==> config.mk <==
export PLATFORM = sky130hd
export DESIGN_NAME = alu_op_sequencer_flat
export DESIGN_NICKNAME = d
export VERILOG_FILES = /design/src/rtl/alu_op_sequencer_pkg.sv /design/src/rtl/alu_op_sequencer_if.sv /design/src/rtl/alu_op_sequencer_bit_logic_cell.sv /design/src/rtl/alu_op_sequencer.sv /design/src/flat_wrapper.sv
export SDC_FILE = /design/constraint.sdc
export NUM_CORES = 1
export LEC_CHECK = 0
export ABC_AREA = 1
export BUFFER_PORTS_ARGS = -buffer_cell sky130_fd_sc_hd__buf_2
export CORE_UTILIZATION = 45
export DETAILED_ROUTE_END_ITERATION = 8
export HOLD_SLACK_MARGIN = 0.05
export PLACE_DENSITY_LB_ADDON = 0.08
export SYNTH_ARGS = -nofsm -noshare
export SYNTH_HDL_FRONTEND = slang
export SYNTH_SLANG_ARGS = --single-unit
==> constraint.sdc <==
create_clock -name clk -period 3.2 [get_ports clk]
set_input_delay 0.16 -clock clk [delete_from_list [all_inputs] [get_ports clk]]
set_output_delay 0.16 -clock clk [all_outputs]
set_load 0.05 [all_outputs]
==> src/rtl/alu_op_sequencer_pkg.sv <==
// Shared encodings for the bit-serial ALU sequencer: operations, FSM states,
// default operand width and the single-bit operation used by the logic cell.
package alu_op_sequencer_pkg;

  localparam int default_size = 8;

  typedef enum logic [1:0] {
    OP_AND = 2'b00,
    OP_OR  = 2'b01,
    OP_XOR = 2'b10,
    OP_NOR = 2'b11
  } alu_op_e;

  typedef enum logic [1:0] {
    ST_IDLE = 2'd0,
    ST_EXEC = 2'd1,
    ST_DONE = 2'd2
  } state_e;

  function automatic logic alu_bit(input alu_op_e op, input logic a, input logic b);
    logic y;
    y = 1'b0;
    case (op)
      OP_AND:  y = a & b;
      OP_OR:   y = a | b;
      OP_XOR:  y = a ^ b;
      OP_NOR:  y = ~(a | b);
      default: y = 1'b0;
    endcase
    return y;
  endfunction

endpackage

==> src/rtl/alu_op_sequencer_if.sv <==
// Request/response bundle between a requester and the ALU sequencer.
interface alu_op_sequencer_if #(
  parameter int size = alu_op_sequencer_pkg::default_size
) ();

  logic            in_valid;
  logic            in_ready;
  logic [1:0]      in_op;
  logic [size-1:0] in_a;
  logic [size-1:0] in_b;
  logic            out_valid;
  logic            out_ready;
  logic [size-1:0] out_c;
  logic            out_zero;

  modport master (
    output in_valid, in_op, in_a, in_b, out_ready,
    input  in_ready, out_valid, out_c, out_zero
  );

  modport slave (
    input  in_valid, in_op, in_a, in_b, out_ready,
    output in_ready, out_valid, out_c, out_zero
  );

endinterface

==> src/rtl/alu_op_sequencer_bit_logic_cell.sv <==
// One-bit combinational operation cell; the sequencer feeds it one operand bit pair per clock.
module bit_logic_cell
  import alu_op_sequencer_pkg::*;
(
  input  logic       a,
  input  logic       b,
  input  logic [1:0] op,
  output logic       y
);

  always_comb begin
    y = 1'b0;
    y = alu_bit(alu_op_e'(op), a, b);
  end

endmodule

==> src/rtl/alu_op_sequencer.sv <==
// Bit-serial bitwise ALU: operands latched on accept, one result bit per clock, LSB first.
// state | meaning
// IDLE  | ready to accept a request
// EXEC  | computing result bit cnt_q
// DONE  | result presented on out_c until the consumer takes it
module alu_op_sequencer
  import alu_op_sequencer_pkg::*;
#(
  parameter int size = default_size
) (
  input  logic              clk,
  input  logic              rst,
  alu_op_sequencer_if.slave bus,
  output logic              busy
);

  localparam int cnt_w = (size > 1) ? $clog2(size) : 1;
  localparam logic [cnt_w-1:0] cnt_last = cnt_w'(size - 1);

  state_e          state_q, state_d;
  logic [cnt_w-1:0] cnt_q, cnt_d;
  logic [1:0]      op_q, op_d;
  logic [size-1:0] a_q, a_d;
  logic [size-1:0] b_q, b_d;
  logic [size-1:0] res_q, res_d;
  logic [size-1:0] out_c_q, out_c_d;
  logic            out_zero_q, out_zero_d;
  logic [size-1:0] res_final;
  logic            bit_y;
  logic            in_ready_w;

  bit_logic_cell u_cell (
    .a  (a_q[cnt_q]),
    .b  (b_q[cnt_q]),
    .op (op_q),
    .y  (bit_y)
  );

  assign in_ready_w = (state_q == ST_IDLE) && !rst;

  always_comb begin
    state_d    = state_q;
    cnt_d      = cnt_q;
    op_d       = op_q;
    a_d        = a_q;
    b_d        = b_q;
    res_d      = res_q;
    out_c_d    = out_c_q;
    out_zero_d = out_zero_q;
    res_final  = res_q;
    res_final[cnt_q] = bit_y;

    case (state_q)
      ST_IDLE: begin
        if (bus.in_valid && in_ready_w) begin
          state_d = ST_EXEC;
          cnt_d   = '0;
          op_d    = bus.in_op;
          a_d     = bus.in_a;
          b_d     = bus.in_b;
          res_d   = '0;
        end
      end
      ST_EXEC: begin
        res_d = res_final;
        // out_c only changes here, so the previous result survives the whole EXEC phase
        if (cnt_q == cnt_last) begin
          state_d    = ST_DONE;
          cnt_d      = '0;
          out_c_d    = res_final;
          out_zero_d = (res_final == '0);
        end else begin
          cnt_d = cnt_q + cnt_w'(1);
        end
      end
      ST_DONE: begin
        if (bus.out_ready) begin
          state_d = ST_IDLE;
        end
      end
      default: state_d = ST_IDLE;
    endcase
  end

  always_ff @(posedge clk) begin
    if (rst) begin
      state_q    <= ST_IDLE;
      cnt_q      <= '0;
      op_q       <= '0;
      a_q        <= '0;
      b_q        <= '0;
      res_q      <= '0;
      out_c_q    <= '0;
      out_zero_q <= 1'b0;
    end else begin
      state_q    <= state_d;
      cnt_q      <= cnt_d;
      op_q       <= op_d;
      a_q        <= a_d;
      b_q        <= b_d;
      res_q      <= res_d;
      out_c_q    <= out_c_d;
      out_zero_q <= out_zero_d;
    end
  end

  assign bus.in_ready  = in_ready_w;
  assign bus.out_valid = (state_q == ST_DONE);
  assign bus.out_c     = out_c_q;
  assign bus.out_zero  = out_zero_q;
  assign busy          = (state_q == ST_EXEC) || (state_q == ST_DONE);

endmodule

==> src/flat_wrapper.sv <==
// flat-port wrapper written by rule: the top's interface ports become plain ports
module alu_op_sequencer_flat import alu_op_sequencer_pkg::*;
#(
  parameter int size = default_size
)
  (clk, rst, busy, bus_in_valid, bus_in_op, bus_in_a, bus_in_b, bus_out_ready, bus_in_ready, bus_out_valid, bus_out_c, bus_out_zero);
  alu_op_sequencer_if #(.size(size)) bus_i ();
  input  logic clk;
  input  logic rst;
  output logic busy;
  input wire logic [$bits(bus_i.in_valid)-1:0] bus_in_valid;
  input wire logic [$bits(bus_i.in_op)-1:0] bus_in_op;
  input wire logic [$bits(bus_i.in_a)-1:0] bus_in_a;
  input wire logic [$bits(bus_i.in_b)-1:0] bus_in_b;
  input wire logic [$bits(bus_i.out_ready)-1:0] bus_out_ready;
  output wire logic [$bits(bus_i.in_ready)-1:0] bus_in_ready;
  output wire logic [$bits(bus_i.out_valid)-1:0] bus_out_valid;
  output wire logic [$bits(bus_i.out_c)-1:0] bus_out_c;
  output wire logic [$bits(bus_i.out_zero)-1:0] bus_out_zero;
  assign bus_i.in_valid = bus_in_valid;
  assign bus_i.in_op = bus_in_op;
  assign bus_i.in_a = bus_in_a;
  assign bus_i.in_b = bus_in_b;
  assign bus_i.out_ready = bus_out_ready;
  assign bus_in_ready = bus_i.in_ready;
  assign bus_out_valid = bus_i.out_valid;
  assign bus_out_c = bus_i.out_c;
  assign bus_out_zero = bus_i.out_zero;
  alu_op_sequencer #(.size(size)) u_core (.clk(clk), .rst(rst), .bus(bus_i), .busy(busy));
endmodule
# Word-level counts from Yosys, hierarchy flattened
# Cells that the tools add are included.
[totals]
wordCells = 54
reg_bits = 40
in_bits = 22
[op_classes]
n_reduce_logical = 13
order_cmp = 2
bitwise_logic = 4
n_eq_ne = 9
n_addsub = 1
muxes = 17
[op_table]
columns = ["operator", "n"]
rows = [
  ["$pmux 8 s2", 1],
  ["$bwmux 8", 1],
  ["$logic_not 8->1", 1],
  ["$mux 8", 1],
  ["$bmux 1 s3", 2],
  ["$eq 2x2->1 const B", 3],
  ["$mux 2", 3],
  ["$mux 3", 2],
  ["$pmux 2 s3", 1],
  ["$pmux 3 s2", 1],
  ["$reduce_and 2->1", 3],
  ["$eq 2x1->1 const B", 2],
  ["$logic_not 2->1", 2],
  ["$lt 3x4->1 const B", 1],
  ["$ne 2x2->1 const B", 2],
  ["$pmux 1 s4", 1],
  ["$add 3x1->3 const B", 1],
  ["$demux 1 s3", 1],
  ["$eq 3x3->1 const B", 1],
  ["$ge 3x1->1 const B", 1],
  ["$logic_and 1x1->1", 3],
  ["$mux 1", 3],
  ["$reduce_and 3->1", 1],
  ["$ne 2x1->1 const B", 1],
  ["7 further kinds", 7],
]

# Longest topological paths before layout
# Gate-level depths: netlist of run 1.
[depth]
word_depth = 7
ltp_mapped = 18
ltp_nobuf = 18

# By module
# Synthesis of run 1 repeated with hierarchy kept, for this count alone.
[unflattened]
cells_unflattened = 270
hier_area_um2 = 1915.6
[by_module_without_submodules]
columns = ["mod", "cells_per_inst", "area_per_inst_um2", "seq_area_each_um2", "n_inst"]
rows = [
  ["alu_op_sequencer", 256, 1844.3, 800.8, 1],
  ["bit_logic_cell", 14, 71.3, 0.0, 1],
]

# Worst setup path before layout of run 1
# No wires, ideal clock.
[synth_timing]
kind = "reg2reg"
from = "reg u_core.cnt_q[1]"
to = "reg u_core.out_zero_q, in the netlist u_core.bus.out_zero"
arrival_time_ps = 2137
slack_ps = 997
path_stages_with_launch = 18
required_time_ps = 3134
path_buffers = 0
period_less_slack_ps = 2203
cell_sequence = "dfxtp_1 nand2_2 nor2_2 inv_1 o22ai_1 nor2_1 nand4_1 inv_1 ha_1 nand2_1 nand2_1 nand2_1 nand3_1 nand2_1 nand2_1 nor2_2 nand3_1 a21oi_2"
[synth_between]
elab_chain_cells = 7
[synth_lines]
columns = ["item", "line_no", "source"]
rows = [
  ["start: declaration", "alu_op_sequencer.sv:21", "logic [cnt_w-1:0] cnt_q, cnt_d;"],
  ["start signal: assignment", "alu_op_sequencer.sv:97", "cnt_q <= cnt_d;"],
  ["$bmux 1 s3 (on tied branches)", "alu_op_sequencer.sv:33, alu_op_sequencer.sv:34", ""],
  ["$mux 1 (on tied branches)", "alu_op_sequencer.sv:33, alu_op_sequencer.sv:34", ""],
  ["$or 1x1->1", "alu_op_sequencer_pkg.sv:25, alu_op_sequencer_pkg.sv:27", ""],
  ["$not 1->1", "alu_op_sequencer_pkg.sv:27", "OP_NOR: y = ~(a | b);"],
  ["$pmux 1 s4", "alu_op_sequencer_pkg.sv:23", "case (op)"],
  ["$bwmux 8", "alu_op_sequencer.sv:51", "res_final[cnt_q] = bit_y;"],
  ["$logic_not 8->1", "alu_op_sequencer.sv:71", "out_zero_d = (res_final == '0);"],
  ["end signal: assignment", "alu_op_sequencer.sv:103", "out_zero_q <= out_zero_d;"],
  ["end: declaration", "alu_op_sequencer.sv:27", "logic out_zero_q, out_zero_d;"],
]
# Several ways; a longest one is shown, not always the timed one. The select of a mux whose other input is x is not followed.
# A chain may end at the register's enable or synchronous reset.

# Worst setup path in the final report of run 1
[layout_timing]
from = "reg u_core.cnt_q[0]"
to = "reg u_core.out_zero_q, in the netlist u_core.bus.out_zero"
# The elaborated chain is that of the path after synthesis.

==> results.sh, run 1 <==
export IMPL_status="finished, final reports clean"
export IMPL_crit_arrival_ns=2.90
export IMPL_io_pins=34
export IMPL_core_sq_um=4030
export IMPL_grt_use_total_pct=20.0
export IMPL_crit_type="reg2reg"
export IMPL_ys_seq_elements=40
export IMPL_multi_input_area_sq_um=943
export IMPL_postLayoutCellArea_sq_um=2200
export IMPL_cts_tree="built"
export IMPL_r2r_start="u_core.cnt_q[0]"
export IMPL_firstDrtPassIters=4
export IMPL_synth_top_area_cell="dfxtp_1"
export IMPL_cts_root_buf="clkbuf_8"
export IMPL_synth_top_area_share_pct=42.1
export IMPL_leakage_nw=0.976
export IMPL_nets=322
export IMPL_syn_nets=288
export IMPL_cp_slowest_cell="nor3_1"
export IMPL_max_freq_mhz=376
export IMPL_drv_cap=0
export IMPL_reg2reg_slack_ns=0.54
export IMPL_remaining_drc_errors=0
export IMPL_synth_most_common_cell="nand2_1"
export IMPL_die_w_um=67.0
export IMPL_postCtsSetupRepairBufs=0
export IMPL_worstSkewPairLatency_ns=0.29
export IMPL_yosys_cell_types_count=26
export IMPL_area_growth_pct=15.6
export IMPL_ff_latch_area_sq_um=801
export IMPL_path_delay_family="simple AND/OR/NAND/NOR gates"
export IMPL_drive_gt1_share_pct=22.2
export IMPL_ir_worst_vdd_v=0.000385
export IMPL_yosysSeqAreaShare_pct=42.1
export IMPL_slew_violations=0
export IMPL_postRouteAntennaNets=0
export IMPL_clock_sinks=40
export IMPL_cts_resized=0
export IMPL_rows=23
export IMPL_async_flop_share_pct=0
export IMPL_place_congestion=0.880
export IMPL_worstSetupPathDepth=16
export IMPL_die_area_sq_um=4490
export IMPL_cts_clk_slew_worst_paths_ns=0.08
export IMPL_path_cells="nor3_1 -> inv_1 -> o22ai_1 -> nor2_1 -> nand4_1 -> inv_1 -> ha_1 -> nand2_1 -> nand2_1 -> nand2_1 -> nand3_1 -> nand2_1 -> nand2_1 -> nor2_2 -> nand3_1 -> a21oi_2"
export IMPL_hold_depth=3
export IMPL_critPathLaunchType="register"
export IMPL_slowest_delay_ns=0.45
export IMPL_diodes=0
export IMPL_layout_min_cycle_time_ns=2.66
export IMPL_setup_violations=0
export IMPL_period_share_pct=83.1
export IMPL_grt_antenna_before_repair=0
export IMPL_overflow=0
export IMPL_cts_buffer_depth=2
export IMPL_die_y_um=67.0
export IMPL_routed_wl_mm=4.06
export IMPL_path_common_cell="nand2_1"
export IMPL_vias=1686
export IMPL_synth_area_leaders="dfxtp_1 42%, nand2_1 10%, a21oi_1 7.6%"
export IMPL_grt_pass1_wl_mm=6.60
export IMPL_io_buffers=33
export IMPL_min_from="bus_in_a[7]"
export IMPL_rsz0062_at_grt="no"
export IMPL_critPathMaxFanout=8
export IMPL_hold_violations=0
export IMPL_syn_area_sq_um=1900
export IMPL_r2r_worst_path_cells=16
export IMPL_clock_skew_ns=0.00553
export IMPL_worstHoldPathType="in2reg"
export IMPL_synth_edf_count=0
export IMPL_hold_end="u_core.a_q[7]"
export IMPL_grt_pass1_vias=1476
export IMPL_power_density_nw_per_um2=587
export IMPL_end_kind="register"
export IMPL_dp_hpwl_mm=3.09
export IMPL_start_util_pct=47.2
export IMPL_cts_max_level=2
export IMPL_utilization_pct=54.6
export IMPL_timing_rr_end="u_core.bus.out_zero"
export IMPL_syn_inst=258
export IMPL_viasPerCell=4.92
export IMPL_holdBufCountCts=0
export IMPL_ys_warn_count=0
export IMPL_final_setup_tns_ns=0
export IMPL_fill_cells=425
export IMPL_synth_commonest_cells="52 x nand2_1, 40 x dfxtp_1, 29 x a21oi_1, 29 x inv_1, 23 x nand3_1"
export IMPL_cts_made_buffers=5
export IMPL_critPathRequiredTime_ns=3.44
export IMPL_placed_cell_area_sq_um=2110
export IMPL_drt_iter0_markers=78
export IMPL_worst_slew_pin_slew_ns=0.675
export IMPL_ys_flop_type="dfxtp_1"
export IMPL_syn_area_per_cell_sq_um=7.38
export IMPL_relSlewSlack_pct=54.7
export IMPL_path_buf_inv=2
export IMPL_wl_per_cell_um=11.8
export IMPL_grt_max_degree=29
[flip-flops by register name, summed over array words and instances, names as in the netlist]
name / count
u_core.a_q: 8
u_core.b_q: 8
u_core.bus.out_c: 8
u_core.res_q: 8
u_core.cnt_q: 3
u_core.op_q: 2
u_core.state_q: 2
u_core.bus.out_zero: 1
[metrics by stage]
step | hold WS [ns] | total power (W) | worst slack, ns | instances
6_report | 0.0565 | 0.00129 | 0.541 | 343
3_5_place_dp | 0.358 | 0.000960 | 0.553 | 335
5_1_grt | 0.0532 | 0.00137 | 0.201 | 343
3_3_place_gp | 0.355 | 0.000955 | 0.677 | 335
4_1_cts | 0.0553 | 0.00130 | 0.553 | 343
2_1_floorplan | 0.222 | 0.000873 | 0.997 | 258
[worst max-delay path by stage]
stage	startpoint	to	slack [ns]
5_1_grt	u_core.cnt_q[0]	u_core.bus.out_zero	0.20
6_report	u_core.cnt_q[0]	u_core.bus.out_zero	0.54
2_1_floorplan	u_core.cnt_q[1]	u_core.bus.out_zero	1.0
3_5_place_dp	u_core.cnt_q[0]	u_core.bus.out_zero	0.55
4_1_cts	u_core.cnt_q[0]	u_core.bus.out_zero	0.55
3_3_place_gp	u_core.cnt_q[0]	u_core.bus.out_zero	0.68
[worst reg2reg max path, delay by kind of cell, from the launching register on]
family                     cells  cell delay, ns
buffers and inverters          2            0.21
and+or+nand+nor               11            1.44
adders and majority gates      1            0.27
DFF                            1            0.40
AOI/OAI and AO/OA              2            0.27
[cells by family after synthesis]
| group | Yosys count | synth area share, % |
|---|---|---|
| buffers and inverters | 42 | 8.35 |
| DFF | 40 | 42.1 |
| adders and majority gates | 8 | 5.26 |
| AOI/OAI and AO/OA | 60 | 16.8 |
| and+or+nand+nor | 108 | 27.5 |
[layout make-up]
class	count	area share [%]
Sequential cell	40	36.4
Multi-Input combinational cell	176	42.9
Timing Repair Buffer	34	7.85
Clock buffer	8	4.09
Inverter	35	5.97
Tap cell	50	2.84
[power by group]
group          internal (W)  switching (W)
sequential         0.000551      0.0000318
clock              0.000176       0.000169
combinational      0.000106       0.000257
[metal layers]
layer,vias to the layer above,part of all wire (%),track usage (%)
met5,-,0,0
met4,0,1.8,8.51
met3,10,3.4,5.31
met2,21,45,31.5
met1,741,50,25.3
li1,914,-,-
[cells in the final DEF, fill, tap and decap left out, drive strengths merged]
cell     n
a211oi   1
a21oi   31
a22oi    2
buf     34
clkbuf   8
clkinv   2
dfxtp   40
ha       8
inv     33
nand2   58
nand3   24
nand4    2
nor2    13
nor3     6
o21ai   22
o22ai    4
or2      5
(Power assumes the default switching activity.)
==> run 2, diff against run 1 <==
==> constraint.sdc (replaced) <==
create_clock -name clk -period 2.18 [get_ports clk]
set_input_delay 0.109 -clock clk [delete_from_list [all_inputs] [get_ports clk]]
set_output_delay 0.109 -clock clk [all_outputs]
set_load 0.05 [all_outputs]
==> run 2 against run 1 <==
Effect of this change: the run now ends with setup timing left; non-clock buffer count rose by 41; sequential share of layout area fell by 7.1 points; final cell count is 12% higher; sequential power is 48% higher; sequential cell count stayed put; die area stayed put; total power is 62% higher; routed wire length grew 11%; worst setup slack worse by 0.66 ns; clock power up 50%; maximum frequency increased by 16%; largest power group unchanged.
==> results.sh, run 2 (synthesized netlist as in run 1, its figures left out) <==
export IMPL_firstDrtPassIters=4
export IMPL_dp_hpwl_mm=3.17
export IMPL_total_power_w=0.00209
export IMPL_place_congestion=0.850
export IMPL_routed_wl_mm=4.51
export IMPL_ir_worst_vdd_v=0.000692
export IMPL_worstSkewPairLatency_ns=0.29
export IMPL_io_buffers=33
export IMPL_layout_commonest_cell="nand2_1"
export IMPL_layout_min_cycle_time_ns=2.30
export IMPL_min_from="bus_in_a[1]"
export IMPL_setup_violations=4
export IMPL_setup_slack_ns=-0.116
export IMPL_die_area_sq_um=4490
export IMPL_period_share_pct=105
export IMPL_viasPerCell=4.91
export IMPL_r2r_worst_path_cells=16
export IMPL_nets=363
export IMPL_drv_cap=0
export IMPL_reg2reg_slack_ns=-0.12
export IMPL_grt_pass1_wl_mm=6.93
export IMPL_grt_pass1_vias=1596
export IMPL_rsz0062_at_grt="yes"
export IMPL_postRouteAntennaNets=0
export IMPL_timing_rr_end="u_core.bus.out_zero"
export IMPL_cts_tree="built"
export IMPL_grt_max_degree=21
export IMPL_hold_depth=3
export IMPL_layout_common_cells="46 x nand2_1, 37 x dfxtp_1, 33 x buf_2"
export IMPL_wl_per_cell_um=11.7
export IMPL_stdcell_count=384
export IMPL_area_growth_pct=45.6
export IMPL_die_w_um=67.0
export IMPL_remaining_drc_errors=0
export IMPL_max_freq_mhz=436
export IMPL_utilization_pct=68.8
export IMPL_cts_clk_slew_worst_paths_ns=0.08
export IMPL_cts_root_buf="clkbuf_8"
export IMPL_grt_antenna_before_repair=0
export IMPL_cts_buffer_depth=2
export IMPL_cts_max_level=2
export IMPL_hold_violations=0
export IMPL_relSlewSlack_pct=74.4
export IMPL_start_util_pct=47.2
export IMPL_end_kind="register"
export IMPL_crit_arrival_ns=2.53
export IMPL_clock_skew_ns=0.0122
export IMPL_violations="setup timing"
export IMPL_worst_slew_pin_slew_ns=0.384
export IMPL_status="finished with violations"
export IMPL_dp_cells=363
export IMPL_leakage_nw=1.20
export IMPL_drt_iter0_markers=64
export IMPL_overflow=0
export IMPL_die_y_um=67.0
export IMPL_crit_type="reg2reg"
export IMPL_core_sq_um=4030
export IMPL_grt_use_total_pct=20.6
export IMPL_r2r_start="u_core.cnt_q[0]"
export IMPL_slew_violations=0
export IMPL_power_density_nw_per_um2=755
export IMPL_diodes=0
export IMPL_critPathMaxFanout=8
export IMPL_rows=23
export IMPL_vias=1885
export IMPL_critPathRequiredTime_ns=2.41
export IMPL_cts_made_buffers=5
export IMPL_clock_sinks=40
export IMPL_io_pins=34
export IMPL_critPathLaunchType="register"
export IMPL_hold_end="u_core.a_q[1]"
export IMPL_drive_gt1_share_pct=38.0
export IMPL_worstHoldPathType="in2reg"
## run 2: power by group
group	switching, W	internal (W)	leakage, nW	total [W]
clock	0.000260	0.000257	0.0445	0.000518
sequential	0.0000525	0.000808	0.328	0.000861
combinational	0.000450	0.000264	0.831	0.000714
total	0.000763	0.00133	1.20	0.00209
## run 2: layer usage
| layer | vias up | track usage, % | routed length (um) |
|---|---|---|---|
| met5 | - | 0 | 0 |
| met3 | 7 | 3.60 | 86 |
| li1 | 997 | - | - |
| met4 | 0 | 6.38 | 48 |
| met2 | 17 | 34.0 | 2170 |
| met1 | 864 | 26.8 | 2210 |
## run 2: what timing repair did
| action | CTS | global route |
|---|---|---|
| hold buffers | 8 | 0 |
| gates resized for setup | 13 | 40 |
| endpoints found under the setup margin | 15 | 15 |
| pin swaps | 5 | 19 |
| endpoints found under the hold margin | 8 | 0 |
| buffers inserted | 3 | 3 |
## run 2: worst max-delay path, stage by stage (launching register included)
cell and delay (ns):
dfxtp_4 0.38, buf_6 0.12, nor3_4 0.19, buf_4 0.14, a22oi_2 0.07, nand4_1 0.12, inv_1 0.05, ha_1 0.29
nand2_1 0.07, nand2_2 0.09, nand2_8 0.13, nand3_4 0.08, nand2_2 0.08, nand2_2 0.06, nor2_2 0.11, nand3_2 0.08
a21oi_2 0.14
## run 2: worst max-delay path by stage
stage / from / end / slack (ns) / depth (start not counted)
after floorplan: u_core.cnt_q[2] / u_core.bus.out_zero / 0.04 / 18
after global placement: u_core.cnt_q[0] / u_core.bus.out_zero / -0.17 / 15
after detailed placement: u_core.cnt_q[0] / u_core.bus.out_zero / -0.24 / 17
after CTS: u_core.cnt_q[1] / u_core.bus.out_zero / -0.05 / 17
after global routing: u_core.cnt_q[0] / u_core.bus.out_zero / -0.24 / 17
final: u_core.cnt_q[0] / u_core.bus.out_zero / -0.12 / 16
## run 2: per-stage QoR
stage	instance area, sq um	hold slack [ns]	setup slack, ns	setup TNS, ns
after floorplan	1910	0.171	0.0379	0
after global placement	2320	0.302	-0.166	-0.693
after detailed placement	2320	0.306	-0.235	-1.10
after CTS	2560	0.0907	-0.0528	-0.0528
after global routing	2770	0.120	-0.245	-1.32
final	2770	0.0941	-0.116	-0.267
## run 2: layout make-up
cell class,instances,area (sq um)
clock buffers,7,86.3
clock inverters,1,7.51
fillers,353,1260
inverters,35,139
multi-input cells,176,1140
flip-flops and latches,40,812
well taps,50,62.6
repair buffers,75,524
==> run 3, diff against run 2 <==
--- a/config.mk
+++ b/config.mk
@@ -5,7 +5,6 @@
 export SDC_FILE = /design/constraint.sdc
 export NUM_CORES = 1
 export LEC_CHECK = 0
-export ABC_AREA = 1
 export BUFFER_PORTS_ARGS = -buffer_cell sky130_fd_sc_hd__buf_2
 export CORE_UTILIZATION = 45
 export DETAILED_ROUTE_END_ITERATION = 8
==> run 3 against run 2 <==
Effect of this change: the flow still finishes with violations (setup timing); sequential share of layout area decreased by 1.3 points; final cell count decreased by 1.3%; clock skew decreased by 0.0065 ns; critical path type unchanged; largest cell class unchanged.
==> results.sh, run 3 <==
export IMPL_internal_power_w=0.00128
export IMPL_path_buf_inv=3
export IMPL_critPathMaxFanout=5
export IMPL_cts_root_buf="clkbuf_8"
export IMPL_layout_common_cells="40 x nand2_1, 37 x dfxtp_1, 33 x buf_2"
export IMPL_yosysSeqAreaShare_pct=39.1
export IMPL_netSwitchingPower_w=0.000597
export IMPL_viasPerCell=5.32
export IMPL_cts_max_level=2
export IMPL_remaining_drc_errors=0
export IMPL_synth_commonest_cells="41 x nand2_1, 40 x dfxtp_1, 22 x nor2_1"
export IMPL_setup_violations=17
export IMPL_fill_cells=369
export IMPL_area_growth_pct=41.3
export IMPL_worstSkewPairLatency_ns=0.29
export IMPL_rsz0062_at_grt="yes"
export IMPL_grt_pass1_wl_mm=8.64
export IMPL_cts_buffer_depth=2
export IMPL_dp_cells=343
export IMPL_syn_inst=257
export IMPL_die_w_um=69.5
export IMPL_critPathLaunchType="register"
export IMPL_power_switching_fraction_pct=31.7
export IMPL_end_kind="register"
export IMPL_ys_seq_elements=40
export IMPL_overflow=0
export IMPL_synth_edf_count=0
export IMPL_io_pins=34
export IMPL_synth_area_leaders="dfxtp_1 39%, nand2_1 7.5%, nand2b_1 5.8%"
export IMPL_cts_clk_slew_worst_paths_ns=0.07
export IMPL_clock_skew_ns=0.00570
export IMPL_routed_wl_mm=5.12
export IMPL_postRouteAntennaNets=0
export IMPL_synth_top_area_cell="dfxtp_1"
export IMPL_critPathRequiredTime_ns=2.35
export IMPL_slew_violations=0
export IMPL_crit_arrival_ns=2.60
export IMPL_grt_max_degree=42
export IMPL_leakage_nw=1.14
export IMPL_yosys_cell_types_count=48
export IMPL_start_util_pct=47.1
export IMPL_ir_worst_vdd_v=0.000422
export IMPL_die_y_um=69.5
export IMPL_path_common_cell="buf_6"
export IMPL_rows=24
export IMPL_firstDrtPassIters=4
export IMPL_max_freq_mhz=413
export IMPL_core_sq_um=4350
export IMPL_ys_flop_type="dfxtp_1"
export IMPL_syn_area_per_cell_sq_um=7.97
export IMPL_period_share_pct=111
export IMPL_dp_hpwl_mm=3.07
export IMPL_cts_tree="built"
export IMPL_slowest_delay_ns=0.37
export IMPL_violations="setup timing"
export IMPL_relSlewSlack_pct=72.3
export IMPL_path_cells="nor2b_4 -> a221oi_2 -> a21o_1 -> o221a_4 -> inv_2 -> ha_4 -> or2_4 -> a21oi_4 -> buf_6 -> buf_6 -> o31ai_4 -> a22oi_1 -> nor2_1"
export IMPL_diodes=0
export IMPL_syn_area_sq_um=2050
export IMPL_setup_slack_ns=-0.244
export IMPL_drive_gt1_share_pct=30.9
export IMPL_die_area_sq_um=4830
export IMPL_grt_antenna_before_repair=0
export IMPL_cp_slowest_cell="dfxtp_4"
export IMPL_ys_warn_count=0
export IMPL_clkPwrFrac_pct=27.1
export IMPL_seq_power_share_pct=43.5
export IMPL_placed_cell_area_sq_um=2350
export IMPL_power_frac_comb_pct=29.4
export IMPL_cts_made_buffers=5
export IMPL_status="finished with violations"
export IMPL_clock_sinks=40
export IMPL_stdcell_count=379
export IMPL_nets=356
export IMPL_drt_iter0_markers=138
export IMPL_crit_type="reg2reg"
export IMPL_drv_cap=0
export IMPL_place_congestion=0.800
export IMPL_synth_most_common_cell="nand2_1"
export IMPL_wl_per_cell_um=13.5
export IMPL_power_density_nw_per_um2=649
export IMPL_io_buffers=33
export IMPL_layout_min_cycle_time_ns=2.42
export IMPL_worstHoldPathType="in2reg"
export IMPL_hold_violations=0
export IMPL_async_flop_share_pct=0
export IMPL_layout_commonest_cell="nand2_1"
export IMPL_vias=2017
export IMPL_final_setup_tns_ns=-2.63
export IMPL_path_delay_family="compound AO/OA/AOI/OAI gates"
export IMPL_postLayoutCellArea_sq_um=2900
export IMPL_synth_top_area_share_pct=39.1
export IMPL_syn_nets=287
export IMPL_worst_slew_pin_slew_ns=0.416
export IMPL_grt_use_total_pct=22.3
export IMPL_grt_pass1_vias=1903
## run 3: path summary, 6_finish.rpt
check,start,end,slack (ns),cells after the start
max,u_core.cnt_q[1],u_core.res_q[7],-0.24,13
min,bus_out_ready,u_core.state_q[1],0.19,4
max reg2reg,u_core.cnt_q[1],u_core.res_q[7],-0.24,13
min reg2reg,u_core.bus.out_c[0],u_core.bus.out_c[0],0.45,2
## run 3: routing by layer
layer	up-vias	track usage, %	share of wire (%)
met4	0	8.62	0.94
met3	4	4.36	2.6
met5	-	0	0
met1	954	29.4	47
li1	1027	-	-
met2	32	35.9	49
## run 3: worst reg2reg max path: stages, from the launching register on
cell and delay, ns:
dfxtp_4 0.37, nor2b_4 0.13, a221oi_2 0.31, a21o_1 0.15
o221a_4 0.19, inv_2 0.05, ha_4 0.14, or2_4 0.23
a21oi_4 0.20, buf_6 0.14, buf_6 0.11, o31ai_4 0.08
a22oi_1 0.16, nor2_1 0.05
## run 3: area by class of cell
cell class	count	area, sq um	share of cell area (%)
multi-input cells	190	1310	45.1
well taps	52	65.1	2.25
clock buffers	8	90.1	3.11
inverters	9	33.8	1.17
repair buffers	80	589	20.3
flip-flops and latches	40	812	28.0
## run 3: metrics by stage
stage,hold slack (ns),util [%],power [W],worst slack (ns)
3_3_place_gp,0.301,54.1,0.00124,-0.226
4_1_cts,0.182,65.0,0.00186,-0.139
6_report,0.190,66.5,0.00188,-0.244
5_1_grt,0.222,66.5,0.00198,-0.332
2_1_floorplan,0.217,-,0.00114,-0.173
3_5_place_dp,0.306,54.1,0.00124,-0.307
## run 3: timing repair
item	in CTS	in global routing
setup endpoints to repair	17	17
hold buffers	18	0
resized for setup	34	12
gates cloned	0	0
pin swaps	11	19
setup buffers	9	3
hold endpoints to repair	18	0
## run 3: cell families after synthesis
kind of cell / share of synthesized area (%)
flip-flops: 39.1
adder cells (fa/ha/maj): 4.88
AO/OA/AOI/OAI: 22.7
multiplexers: 1.95
buffers and inverters: 5.49
AND/OR/NAND/NOR: 25.9
## run 3: power by group through the flow
stage / combinational (W) / clock (W) / sequential (W)
finish: 0.000552 / 0.000510 / 0.000818
global placement: 0.000399 / 0 / 0.000837
global route: 0.000608 / 0.000550 / 0.000824
CTS: 0.000522 / 0.000524 / 0.000816
detailed placement: 0.000405 / 0 / 0.000837
floorplan: 0.000314 / 0 / 0.000822
